--- config.mk ---
export PLATFORM = sky130hd
export DESIGN_NAME = remap_vs_gen
export DESIGN_NICKNAME = d
export VERILOG_FILES = /design/src/rtl/remap_vs_gen.sv
export SDC_FILE = /design/constraint.sdc
export NUM_CORES = 1
export LEC_CHECK = 0
export ABC_AREA = 0
export CORE_AREA = 2 2 105 66
export CTS_CLUSTER_SIZE = 40
export DETAILED_ROUTE_END_ITERATION = 12
export DIE_AREA = 0 0 107 68
export DONT_BUFFER_PORTS = 1
export PLACE_DENSITY = 0.73
export SYNTH_ARGS = -nofsm -noshare
export SYNTH_HDL_FRONTEND = slang
export SYNTH_SLANG_ARGS = --single-unit
--- constraint.sdc ---
create_clock -name mpt_clk -period 4.6 [get_ports mpt_clk]
set_clock_uncertainty 0.15 [all_clocks]
set_input_delay 0.23 -clock mpt_clk [delete_from_list [all_inputs] [get_ports mpt_clk]]
set_output_delay 0.23 -clock mpt_clk [all_outputs]
set_load 0.05 [all_outputs]
--- src/rtl/remap_vs_gen.sv ---
// VS regenerator: counts DE-rising lines from the selected input VS edge and emits a
// programmable-width VS pulse at cfg_line_target + LINE_SHIFT, with a missing-VS watchdog.
module remap_vs_gen #(
  parameter int CNT_W      = 16,
  parameter int PW_W       = 8,
  parameter int LINE_SHIFT = 200
) (
  input  logic             mpt_clk,
  input  logic             mpt_rst_n,
  input  logic             vid_vs_in,
  input  logic             vid_de_in,
  input  logic             vid_locked,
  input  logic             cfg_vs_pol,
  input  logic [CNT_W-1:0] cfg_line_target,
  input  logic [PW_W-1:0]  cfg_pulse_len,
  input  logic [CNT_W-1:0] cfg_line_timeout,
  output logic             vid_vs_out,
  output logic [CNT_W-1:0] v_ycnt,
  output logic [CNT_W-1:0] frame_lines,
  output logic             frame_lines_vld,
  output logic             timeout_err,
  output logic             cfg_err
);

  localparam logic [1:0] ST_IDLE    = 2'd0;
  localparam logic [1:0] ST_WAIT_VS = 2'd1;
  localparam logic [1:0] ST_COUNT   = 2'd2;
  localparam logic [1:0] ST_FIRED   = 2'd3;

  logic [1:0]      st;
  logic            vs_1d, vs_2d, de_1d, de_2d;
  logic            vs_edge, de_edge;
  logic [CNT_W:0]  target_sum;
  logic            tgt_hit, wdog_hit, fire;
  logic [PW_W-1:0] pulse_cnt, pulse_len_eff;

  assign vs_edge = cfg_vs_pol ? (vs_1d & ~vs_2d) : (~vs_1d & vs_2d);
  assign de_edge = de_1d & ~de_2d;

  // One extra bit so an out-of-range target is flagged instead of silently wrapping
  assign target_sum = {1'b0, cfg_line_target} + (CNT_W+1)'(LINE_SHIFT);
  assign tgt_hit    = (v_ycnt == target_sum[CNT_W-1:0]);
  assign wdog_hit   = (cfg_line_timeout != '0) && (v_ycnt == cfg_line_timeout);

  // vs_edge and the watchdog both take precedence over firing
  assign fire = vid_locked && (st == ST_COUNT) && !vs_edge && !wdog_hit &&
                tgt_hit && !cfg_err;

  assign pulse_len_eff = (cfg_pulse_len == '0) ? PW_W'(1) : cfg_pulse_len;

  always_ff @(posedge mpt_clk) begin
    if (!mpt_rst_n) begin
      vs_1d           <= 1'b0;
      vs_2d           <= 1'b0;
      de_1d           <= 1'b0;
      de_2d           <= 1'b0;
      cfg_err         <= 1'b0;
      st              <= ST_IDLE;
      v_ycnt          <= '0;
      frame_lines     <= '0;
      frame_lines_vld <= 1'b0;
      timeout_err     <= 1'b0;
    end else begin
      vs_1d           <= vid_vs_in;
      vs_2d           <= vs_1d;
      de_1d           <= vid_de_in;
      de_2d           <= de_1d;
      cfg_err         <= target_sum[CNT_W];
      frame_lines_vld <= 1'b0;
      timeout_err     <= 1'b0;
      if (!vid_locked) begin
        st     <= ST_IDLE;
        v_ycnt <= '0;
      end else begin
        case (st)
          ST_IDLE: st <= ST_WAIT_VS;
          ST_WAIT_VS: begin
            v_ycnt <= '0;
            if (vs_edge) st <= ST_COUNT;
          end
          default: begin
            if (vs_edge) begin
              frame_lines     <= v_ycnt;
              frame_lines_vld <= 1'b1;
              v_ycnt          <= '0;
              st              <= ST_COUNT;
            end else if (wdog_hit) begin
              timeout_err <= 1'b1;
              v_ycnt      <= '0;
              st          <= ST_WAIT_VS;
            end else begin
              if (de_edge) v_ycnt <= v_ycnt + 1'b1;
              if (fire)    st     <= ST_FIRED;
            end
          end
        endcase
      end
    end
  end

  // Pulse length is captured at fire; a refire restarts the full length
  always_ff @(posedge mpt_clk) begin
    if (!mpt_rst_n || !vid_locked) begin
      vid_vs_out <= 1'b0;
      pulse_cnt  <= '0;
    end else if (fire) begin
      vid_vs_out <= 1'b1;
      pulse_cnt  <= pulse_len_eff - 1'b1;
    end else if (vid_vs_out) begin
      if (pulse_cnt == '0) vid_vs_out <= 1'b0;
      else                 pulse_cnt  <= pulse_cnt - 1'b1;
    end
  end

endmodule
==> flow_metrics.py <==
metrics = {
    "run_status": {
        "status": "finished clean",
    },
    "die": {
        "die_x_um": 107,
        "die_h_um": 68,
        "start_util_pct": 48.0,
        "die_area_mm2": 0.00728,
        "core_mm2": 0.00642,
        "rows": 23,
        "ios": 82,
    },
    "clock_network": {
        "clkLatencyLatePin_ps": 310,
        "cts.sinks": 50,
        "cts_buffer_depth": 2,
        "cts_root_buf": "clkbuf_8",
        "post_cts_resized": 0,
        "cts_buffers": 5,
        "tritoncts": "built",
        "clk_pin_slew_ps": 90,
        "h-tree-depth": 2,
    },
    "final_layout": {
        "syn_to_final_growth_pct": 10.2,
        "num-nets-final": 411,
        "diodes": 0,
        "drive_gt1_share_pct": 10.5,
    },
    "sta": {
        "setup_viol": 0,
        "fin_tns_setup_ps": 0,
        "setup_slack_ps": 771,
        "slew_violations": 0,
        "clock.fmax_ghz": 0.261,
        "rsz0062_at_grt": "false",
        "tightestPinTransition_ps": 1220,
        "finalCriticalPeriod_ps": 3830,
        "slew_headroom_pct": 18.7,
        "timing.final.crit_share_pct": 83.2,
        "final-hold-violation-count": 0,
    },
    "worst_setup_path": {
        "cpLargestDelayFamily": "simple AND/OR/NAND/NOR gates",
        "slowest_stage": "dfxtp_1",
        "cp_max_fo": 20,
        "cp.arrival_ps": 3910,
        "path_cells": "xnor2_1 > nand4_1 > nor4_1 > a21oi_1 > and4_4 > mux2i_1 > ha_1 > nand2_1 > or3_1 > xnor2_1 > nor2_1 > a211oi_2",
        "worstRegToRegCells": 12,
        "cp-start-kind": "flop",
        "r2r_start": "v_ycnt[12]",
        "cpMostUsedCell": "xnor2_1",
        "required_ps": 4680,
        "path_depth": 12,
        "path_buf_inv": 0,
        "endpoint_kind": "flop",
        "critPathMaxStageDelay_ps": 860,
        "cp-startpoint": "v_ycnt[12]",
        "path_class": "reg2reg",
    },
    "pwr": {
        "power_leakage_nw": 1.06,
        "seqPwrFrac_pct": 53.5,
        "power_density_mw_per_mm2": 240,
        "clkPwrFrac_pct": 37.7,
        "p_int_w": 0.000633,
        "combPwrFrac_pct": 8.8,
        "sw_frac_of_total_pct": 22.4,
        "switchingPower_w": 0.000183,
        "ir_worst_vdd_uv": 122,
        "total_power_w": 0.000816,
    },
    "synth": {
        "ys.flop_type": "dfxtp_1",
        "yosysSeqAreaShare_pct": 32.5,
        "synth-seq-cells": 50,
        "ys_async_sr_fraction_pct": 0,
        "synth_top_area_share_pct": 32.5,
        "syn_area_mm2": 0.00308,
        "synth_cells": 352,
        "ys_types": 53,
        "synth_edf_count": 0,
        "synth_area_leaders": "dfxtp_1 33%, xnor2_1 12%, mux2i_1 5.9%, nor2b_1 3.7%, nor2_1 3.5%",
        "syn_nets": 401,
        "yosysWarningCount": 0,
        "synth.avg_cell_area_um2": 8.75,
        "synth_top_cell_by_area": "dfxtp_1",
    },
    "drt": {
        "drt-wirelength-per-cell_um": 18.2,
        "num_vias": 2664,
        "drc": 0,
        "drt_iter0_markers": 177,
        "dr.pass1.iters": 5,
        "postRouteAntennaNets": 0,
        "routed_wl_um": 8180,
        "viasPerCell": 5.92,
    },
    "global_routing": {
        "grt_pass1_wl_um": 12500,
        "use_met2_pct": 32.3,
        "grtUsageMet3_pct": 5.43,
        "antenna_found_initial": 0,
        "grt_max_degree": 22,
        "grtUsageTotal_pct": 22.5,
        "grt_overflow": 0,
        "met1_usage_pct": 33.4,
        "grt_pass1_vias": 2344,
        "top_usage_layer": "met1",
    },
    "place": {
        "post-place-ws_ps": 844,
        "io_buffers": 0,
        "dp_hpwl_um": 6210,
        "gp_congestion": 0.850,
    },
    "worst_hold_path": {
        "hold_class": "in2reg",
        "min_path_cells": 2,
        "hp-start": "cfg_pulse_len[5]",
    },
    "job": {
        "drv_cap": 0,
    },
}
final cells by class:
class                           instances  area, um2
Tap cell                               87        109
Multi-Input combinational cell        277       1950
Sequential cell                        50       1000
Clock inverter                          1       30.0
Timing Repair Buffer                   24        208
Clock buffer                            7       76.3
Fill cell                             593       3030
Inverter                                4       15.0
sequential cells by signal, indices dropped and copies added (netlist names):
name             flops
v_ycnt              16
cfg_err              1
vs_1d                1
pulse_cnt            8
vid_vs_out           1
de_1d                1
vs_2d                1
timeout_err          1
frame_lines_vld      1
de_2d                1
frame_lines         16
st                   2
cells in the final DEF (no fill, tap or decap), types with 2 or more instances in the layout:
| master | n |
|---|---|
| a211oi_1 | 3 |
| a211oi_2 | 8 |
| a21oi_1 | 14 |
| a311o_1 | 2 |
| a31oi_1 | 4 |
| and2_1 | 7 |
| and3_1 | 8 |
| and4_1 | 2 |
| and4_4 | 2 |
| buf_4 | 13 |
| clkbuf_1 | 2 |
| clkbuf_8 | 5 |
| dfxtp_1 | 50 |
| dlygate4sd3_1 | 11 |
| ha_1 | 3 |
| inv_1 | 4 |
| mux2i_1 | 18 |
| nand2_1 | 13 |
| nand2b_1 | 3 |
| nand3_1 | 11 |
| nand3b_1 | 4 |
| nand4_1 | 11 |
| nand4b_1 | 2 |
| nor2_1 | 29 |
| nor2b_1 | 18 |
| nor3_1 | 10 |
| nor3b_1 | 3 |
| nor4_1 | 9 |
| o21ai_0 | 10 |
| or2_2 | 2 |
| or3_1 | 8 |
| or4_1 | 3 |
| xnor2_1 | 42 |
| xor2_1 | 10 |
Yosys cell counts (11+ instances only):
master    count
dfxtp_1      50
nand4_1      11
nand2_1      13
nor2_1       29
nand3_1      11
mux2i_1      18
nor2b_1      18
xnor2_1      42
clkbuf_1     16
a21oi_1      14
timing repair:
action	4_1_cts	5_1_grt
endpoints found under the hold margin	26	1
buffers inserted	0	0
hold buffers	10	1
per-layer routing:
metal | share of wire (%) | vias to the layer above
met4 | 1.2 | 0
met3 | 9.4 | 10
met5 | 0 | -
li1 | - | 1283
met2 | 41 | 116
met1 | 49 | 1255
stage by stage:
step | hold WS, ps | instance area [um2] | instances | utilization, %
after floorplan | 199 | 3080 | 352 | -
after global placement | 205 | 3180 | 431 | 49.5
after detailed placement | 203 | 3180 | 431 | 49.5
after CTS | 3.12 | 3380 | 449 | 52.7
after global routing | 9.39 | 3390 | 450 | 52.9
final | 10.9 | 3390 | 450 | 52.9
final timing paths:
| kind | slack, ps | to |
|---|---|---|
| worst min-delay path | 10 | pulse_cnt[5] |
| worst max-delay path | 770 | pulse_cnt[4] |
| worst min register to register | 310 | de_2d |
| worst max register to register | 770 | pulse_cnt[4] |
power by group through the flow:
stage | clock network (W) | registers [W] | logic [W]
2_1_floorplan | 0 | 0.000446 | 0.0000551
3_3_place_gp | 0 | 0.000447 | 0.0000605
3_5_place_dp | 0 | 0.000447 | 0.0000611
4_1_cts | 0.000315 | 0.000436 | 0.0000701
5_1_grt | 0.000332 | 0.000437 | 0.0000781
6_report | 0.000307 | 0.000436 | 0.0000721
cell families (layout without fill, tap and decap cells):
group           after synthesis  count (layout)  share of synthesized area, %
buf+inv                      25              36                          4.06
simple gates                149             149                          27.6
compound gates               54              54                          13.6
xor+xnor                     52              52                          14.8
flops                        50              50                          32.5
mux                          19              19                          6.22
fa+ha+maj                     3               3                          1.22
No activity file was read; power rests on OpenSTA's default activity.
